File: config.mk
export PLATFORM = sky130hd
export DESIGN_NAME = floating_point_to_integer
export DESIGN_NICKNAME = d
export VERILOG_FILES = /design/src/rtl/floating_point_to_integer.sv
export SDC_FILE = /design/constraint.sdc
export NUM_CORES = 1
export LEC_CHECK = 0
export CAP_MARGIN = 0
export CORE_ASPECT_RATIO = 1.5
export CORE_UTILIZATION = 61
export DETAILED_ROUTE_END_ITERATION = 16
export PLACE_DENSITY_LB_ADDON = 0.08
export SETUP_SLACK_MARGIN = 0.1
export SLEW_MARGIN = 0
export SYNTH_ARGS = -nofsm -noshare
export SYNTH_HDL_FRONTEND = slang
export SYNTH_SLANG_ARGS = --single-unit
File: constraint.sdc
create_clock -name clk_in -period 7 [get_ports clk_in]
set_clock_uncertainty 0.1 [all_clocks]
set_input_delay 1.4 -clock clk_in [delete_from_list [all_inputs] [get_ports clk_in]]
set_output_delay 1.4 -clock clk_in [all_outputs]
set_load 0.05 [all_outputs]
File: src/rtl/floating_point_to_integer.sv
// Iterative float32 -> signed integer converter, truncating toward zero.
// Ports: clk_in/rst_in, floating_in+valid_in/ready_out in, integer_out+flags+valid_out/ready_in out.
module floating_point_to_integer #(
  parameter int DATA_WIDTH = 32,
  parameter int MENT_WIDTH = 23,
  parameter int EXPO_WIDTH = 8,
  parameter int INT_WIDTH  = 32
) (
  input  logic                  clk_in,
  input  logic                  rst_in,
  input  logic [DATA_WIDTH-1:0] floating_in,
  input  logic                  valid_in,
  output logic                  ready_out,
  output logic [INT_WIDTH-1:0]  integer_out,
  output logic                  overflow_out,
  output logic                  invalid_out,
  output logic                  inexact_out,
  output logic                  valid_out,
  input  logic                  ready_in
);

  localparam int EW = EXPO_WIDTH + 1;
  localparam int CW = $clog2(INT_WIDTH) + 1;

  typedef logic signed [EW-1:0] exp_t;

  localparam exp_t BIAS = EW'((1 << (EXPO_WIDTH - 1)) - 1);
  localparam exp_t EMAX = EW'(INT_WIDTH - 2);
  localparam exp_t ETOP = EW'(INT_WIDTH - 1);
  localparam exp_t EMNT = EW'(MENT_WIDTH);

  localparam logic [INT_WIDTH-1:0] MAXP = {1'b0, {(INT_WIDTH-1){1'b1}}};
  localparam logic [INT_WIDTH-1:0] MINN = {1'b1, {(INT_WIDTH-1){1'b0}}};

  typedef enum logic [2:0] {
    IDLE, DECODE, SHIFT, SIGN, DONE
  } state_t;

  state_t                state_q, state_d;
  logic [DATA_WIDTH-1:0] op_q, op_d;
  logic [INT_WIDTH-1:0]  mag_q, mag_d;
  logic [INT_WIDTH-1:0]  res_q, res_d;
  logic [CW-1:0]         cnt_q, cnt_d;
  logic                  left_q, left_d;
  logic                  sticky_q, sticky_d;
  logic                  ovf_q, ovf_d;
  logic                  inv_q, inv_d;
  logic                  inx_q, inx_d;
  logic                  vld_q, vld_d;

  logic                  sgn;
  logic [EXPO_WIDTH-1:0] expo;
  logic [MENT_WIDTH-1:0] mant;
  exp_t                  e;
  exp_t                  dk;

  assign sgn  = op_q[DATA_WIDTH-1];
  assign expo = op_q[DATA_WIDTH-2 -: EXPO_WIDTH];
  assign mant = op_q[MENT_WIDTH-1:0];
  assign e    = exp_t'({1'b0, expo}) - BIAS;
  // distance from the binary point of {1,mant} to integer alignment
  assign dk   = (e >= EMNT) ? e - EMNT : EMNT - e;

  always_comb begin
    state_d  = state_q;
    op_d     = op_q;
    mag_d    = mag_q;
    res_d    = res_q;
    cnt_d    = cnt_q;
    left_d   = left_q;
    sticky_d = sticky_q;
    ovf_d    = ovf_q;
    inv_d    = inv_q;
    inx_d    = inx_q;
    vld_d    = vld_q;
    unique case (state_q)
      IDLE: begin
        if (valid_in) begin
          op_d    = floating_in;
          ovf_d   = 1'b0;
          inv_d   = 1'b0;
          inx_d   = 1'b0;
          state_d = DECODE;
        end
      end
      DECODE: begin
        sticky_d = 1'b0;
        state_d  = DONE;
        if (&expo) begin
          if (|mant) begin
            res_d = MAXP;
            inv_d = 1'b1;
          end else begin
            res_d = sgn ? MINN : MAXP;
            ovf_d = 1'b1;
          end
        end else if (expo == '0) begin
          res_d = '0;
          inx_d = |mant;
        end else if (e[EW-1]) begin
          res_d = '0;
          inx_d = 1'b1;
        end else if (e > EMAX) begin
          // -2^31 is the one representable value in this range
          if (sgn && e == ETOP && mant == '0) begin
            res_d = MINN;
          end else begin
            res_d = sgn ? MINN : MAXP;
            ovf_d = 1'b1;
          end
        end else begin
          mag_d   = INT_WIDTH'({1'b1, mant});
          left_d  = (e >= EMNT);
          cnt_d   = CW'(dk);
          state_d = (dk == '0) ? SIGN : SHIFT;
        end
      end
      SHIFT: begin
        if (left_q) begin
          mag_d = mag_q << 1;
        end else begin
          mag_d    = mag_q >> 1;
          sticky_d = sticky_q | mag_q[0];
        end
        cnt_d = cnt_q - 1'b1;
        if (cnt_q == CW'(1)) state_d = SIGN;
      end
      SIGN: begin
        res_d   = sgn ? -mag_q : mag_q;
        inx_d   = sticky_q;
        state_d = DONE;
      end
      DONE: begin
        // first cycle publishes, then wait for the consumer
        if (!vld_q) begin
          vld_d = 1'b1;
        end else if (ready_in) begin
          vld_d   = 1'b0;
          state_d = IDLE;
        end
      end
      default: state_d = IDLE;
    endcase
  end

  always_ff @(posedge clk_in or posedge rst_in) begin
    if (rst_in) begin
      state_q  <= IDLE;
      op_q     <= '0;
      mag_q    <= '0;
      res_q    <= '0;
      cnt_q    <= '0;
      left_q   <= 1'b0;
      sticky_q <= 1'b0;
      ovf_q    <= 1'b0;
      inv_q    <= 1'b0;
      inx_q    <= 1'b0;
      vld_q    <= 1'b0;
    end else begin
      state_q  <= state_d;
      op_q     <= op_d;
      mag_q    <= mag_d;
      res_q    <= res_d;
      cnt_q    <= cnt_d;
      left_q   <= left_d;
      sticky_q <= sticky_d;
      ovf_q    <= ovf_d;
      inv_q    <= inv_d;
      inx_q    <= inx_d;
      vld_q    <= vld_d;
    end
  end

  assign ready_out    = (state_q == IDLE);
  assign valid_out    = vld_q;
  assign integer_out  = res_q;
  assign overflow_out = ovf_q;
  assign invalid_out  = inv_q;
  assign inexact_out  = inx_q;

endmodule

After elaboration in Yosys (flattened, before gate mapping) --
Index checks and enable logic that the tools add are counted.
Storage, ports and cells: output and inout port bits 37, register bits after elaboration 111, logic and storage cells 118
Cells by class: bitwise gates (word level) 5, eq/ne operators 24, reduce and logical (&&, ||, !) cells 21, add/subtract/negate cells 5, muxes and demuxes 50, order comparisons 2
Operators with widths (count):
- $mux W32 | 13
- $pmux W32 S2 | 2
- $neg A32 Y32 | 1
- $mux W3 | 8
- $mux W6 | 4
- $logic_not A23 Y1 | 1
- $reduce_or A23 Y1 | 1
- $ne A2 B2 Y1 const B | 11
- $ne A3 B3 Y1 const B | 6
- $mux W1 | 16
- $pmux W3 S5 | 1
- $pmux W6 S2 | 1
- $reduce_and A4 Y1 | 3
- $reduce_and A5 Y1 | 2
- $eq A9 B6 Y1 const B | 1
- $ge A9 B6 Y1 const B | 1
- $gt A9 B6 Y1 const B | 1
- $logic_not A9 Y1 | 1
- $mux W9 | 1
- $sub A6 B9 Y9 const A | 1
- $sub A8 B7 Y9 const B | 1
- $sub A9 B6 Y9 const B | 1
- $logic_not A8 Y1 | 1
- $reduce_and A8 Y1 | 1
- other kinds (16) | 27

Depth between registers and ports, before layout --
depth after elaboration 10, mapped depth 13, mapped depth without buffers 10

Least setup slack after synthesis --
OpenSTA, ideal clock, no wires.
kind reg-to-output, start reg state_q[2], end out ready_out, required time 5.500 ns, buffers on the path 0, cell stages (with the launch flop) 2, arrival 1.590 ns, path slack 3.910 ns, cell sequence dfrtp_1 -> nor3_1
Between the ends: longest elaborated chain between the ends 1
Ends and longest elaborated chain:
- start, declared | RTL line 39 | state_t state_q, state_d;
- start signal, assigned | RTL line 160 | state_q <= state_d;
- $logic_not A3 Y1 | RTL line 174 | assign ready_out = (state_q == IDLE);
- end, declared | RTL line 13 | output logic ready_out,
Every way passes these cells.

Worst setup path in the final report --
start reg state_q[1], end out ready_out
The elaborated chain is that of the path after synthesis.

==> results.ini <==
[logic_synthesis]
synth-main-ff-cell=sky130_fd_sc_hd__dfrtp_1
yosysMostFrequentCell=sky130_fd_sc_hd__nand2_1
synth_area_leader_cell=sky130_fd_sc_hd__dfrtp_1
yosysWarnings=0
synth_area_per_cell_um2=8.87
gate_count_post_synth=720
ys_async_sr_fraction_pct=100
yosys-top-cells-area=sky130_fd_sc_hd__dfrtp_1, sky130_fd_sc_hd__nand2_1, sky130_fd_sc_hd__o21ai_0
yosys-top-cells-count=sky130_fd_sc_hd__nand2_1, sky130_fd_sc_hd__dfrtp_1, sky130_fd_sc_hd__o21ai_0, sky130_fd_sc_hd__nor2_1, sky130_fd_sc_hd__clkbuf_1
post_synth_num_cell_types=63
synth-seq-area-share_pct=43.5
synth.top_cell.area_share_pct=43.5
synth-edff-count=0
synth.net_count=766
number_of_register_bits_inferred_by_synthesis=111
synthesis.area_um2=6390

[global_routing]
use_met3_pct=2.84
gr-usage-met2_pct=51.3
number_of_global_route_vias_before_repair=5184
groute.layer.met1.usage_pct=33.5
antenna_violations_before_repair=0
global_route_wire_length_before_repair_mm=24.6
grt_busiest_layer=met2
globalRouteTotalUtil_pct=28.8
gr-total-overflow=0
grt_start_max_net_pins=66

[floorplanning]
placementRows=45
die_height_um=127
die_area_um2=10900
die_w_um=85.6
floorplan.initialDensity_pct=63.0
io-pin-count=73
core_region_area_um2=10100

[worst_setup_path]
startpoint_type=flip-flop
timing.critical_path.required_ps=5500
worstRegToRegCells=10
timing_worst_setup_path_type=flip-flop to output pin
r2r-end=cnt_q[0]
worst-endpoint-arrival_ps=2170
r2r_setup_slack_ps=3430
maximum_fanout_count_along_the_critical_path=14
timing.critical_path.to_type=output pin
r2r_start=op_q[23]

[cts]
cts_resized=0
number_of_buffers_added_to_fix_hold_violations_after_cts=0
tritoncts.num_buffers=9
cts_post_setup_buffers_inserted=0
clock_sinks=111
clk_path_buf_depth=2
worst_setup_hold_path_clk_slew_ps=70
tritoncts=done
h_tree_lvl_count=3
worstSkewPairLatency_ps=340
root_buffer=sky130_fd_sc_hd__clkbuf_16

[layout]
antenna_cells=0
n_fill_cell=769
layout_net_count=799
area_growth_from_synthesis_to_layout_pct=14.5
finish.instance_area_um2=7320
finish.utilization_pct=72.2
fraction_of_layout_cells_with_a_size_suffix_above_1_pct=6.34

[routing]
drt_iter0_drc=390
firstDrtPassIters=6
wl_per_cell_um=16.7
aggregate_routed_wire_length_mm=14.6
routed-via-count=5319
drc_violations_left=0
antenna_violating_nets_post_route=0
detail_route.vias_per_cell=6.09

[placed_design]
dpl-instance-area_um2=7020
pre_cts_slack_ps=3490
port_buffers=72
gp_routability_congestion=0.934
dpl.hpwl_mm=10.5

[sta]
layout_min_cycle_time_ps=3670
grt_setup_unrepaired=false
drv_slew=0
max_slew_margin_pct=18.4
total_negative_slack_ps=0
layout_setup_ws_ps=3330
achievable-frequency_mhz=272
finalSetupViolCount=0
worst_pin_slew_ps=1220
final_min_period_over_clock_period_pct=52.5
timing_hold_violations_final=0

[power]
p_leak_nw=3.11
finalPower_mw=3.84
peakVddDrop_mv=0.312
power_per_cell_area_nw_per_um2=524

[hold_path]
hold_path.class=flip-flop to flip-flop
hold_path_origin=overflow_out
hold_path_depth=2
hold_end=overflow_out

[run]
cap_violations=0

[run_status]
outcome=finished clean

==> area by class of cell <==
class                      count  area (um2)  area share (%)
inverter                      11        43.8           0.598
clock inverter                 3        42.5           0.581
tap                          117         146            2.00
multi-input combinational    543        3290            45.0
sequential                   111        2780            37.9
timing repair buffer          77         758            10.4
clock buffer                  12         256            3.50
==> where the power goes <==
part / switching, mW / total, mW / internal [mW]
Sequential: 0.327 / 1.26 / 0.928
Clock: 0.220 / 0.514 / 0.295
Combinational: 1.25 / 2.07 / 0.812
==> cell usage in the layout, fill, tap and decap left out, drive strengths merged, types with 12 or more instances in the layout <==
master and instances:
clkbuf 12, clkdlybuf4s50 72, dfrtp 111, mux2i 33, nand2 166, nor2 54
o21ai 78, o22a 28, o31ai 17, xor2 29
==> logic make-up after synthesis <==
family	after synthesis	synth area share (%)
adder cells (fa/ha/maj)	10	1.96
XOR/XNOR	37	5.07
AND/OR/NAND/NOR	288	20.2
AO/OA/AOI/OAI	172	18.6
multiplexers	36	5.70
buffers and inverters	66	4.97
flip-flops	111	43.5
==> how the worst max path moves through the flow <==
stage                          start         to  depth (start not counted)
after floorplan               rst_in   cnt_q[0]                          1
after global placement      op_q[23]   cnt_q[0]                         10
after detailed placement    op_q[23]   cnt_q[0]                         10
after CTS                 state_q[1]  ready_out                          2
after global routing        op_q[23]   cnt_q[0]                         10
final                     state_q[1]  ready_out                          2
==> stage by stage <==
step | hold slack, ps | std cells
after floorplan | 362 | 720
after global placement | 368 | 859
after detailed placement | 365 | 859
after CTS | 382 | 874
after global routing | 419 | 874
final | 379 | 874
==> flip-flops by register name, summed over array words and instances (netlist names), 3 cells and up <==
name	flops
op_q	32
mag_q	32
cnt_q	6
integer_out	32
state_q	3
==> per-layer routing <==
layer,wire [um],up-vias
li1,-,2583
met5,0,-
met3,439,48
met4,670,0
met2,7650,134
met1,5810,2554
==> critical path, stage by stage, from the launching register on <==
cell,delay (ps)
sky130_fd_sc_hd__dfrtp_1,550
sky130_fd_sc_hd__nor3_1,400
sky130_fd_sc_hd__clkdlybuf4s50_1,880
Power figures use the tool's default switching activity.
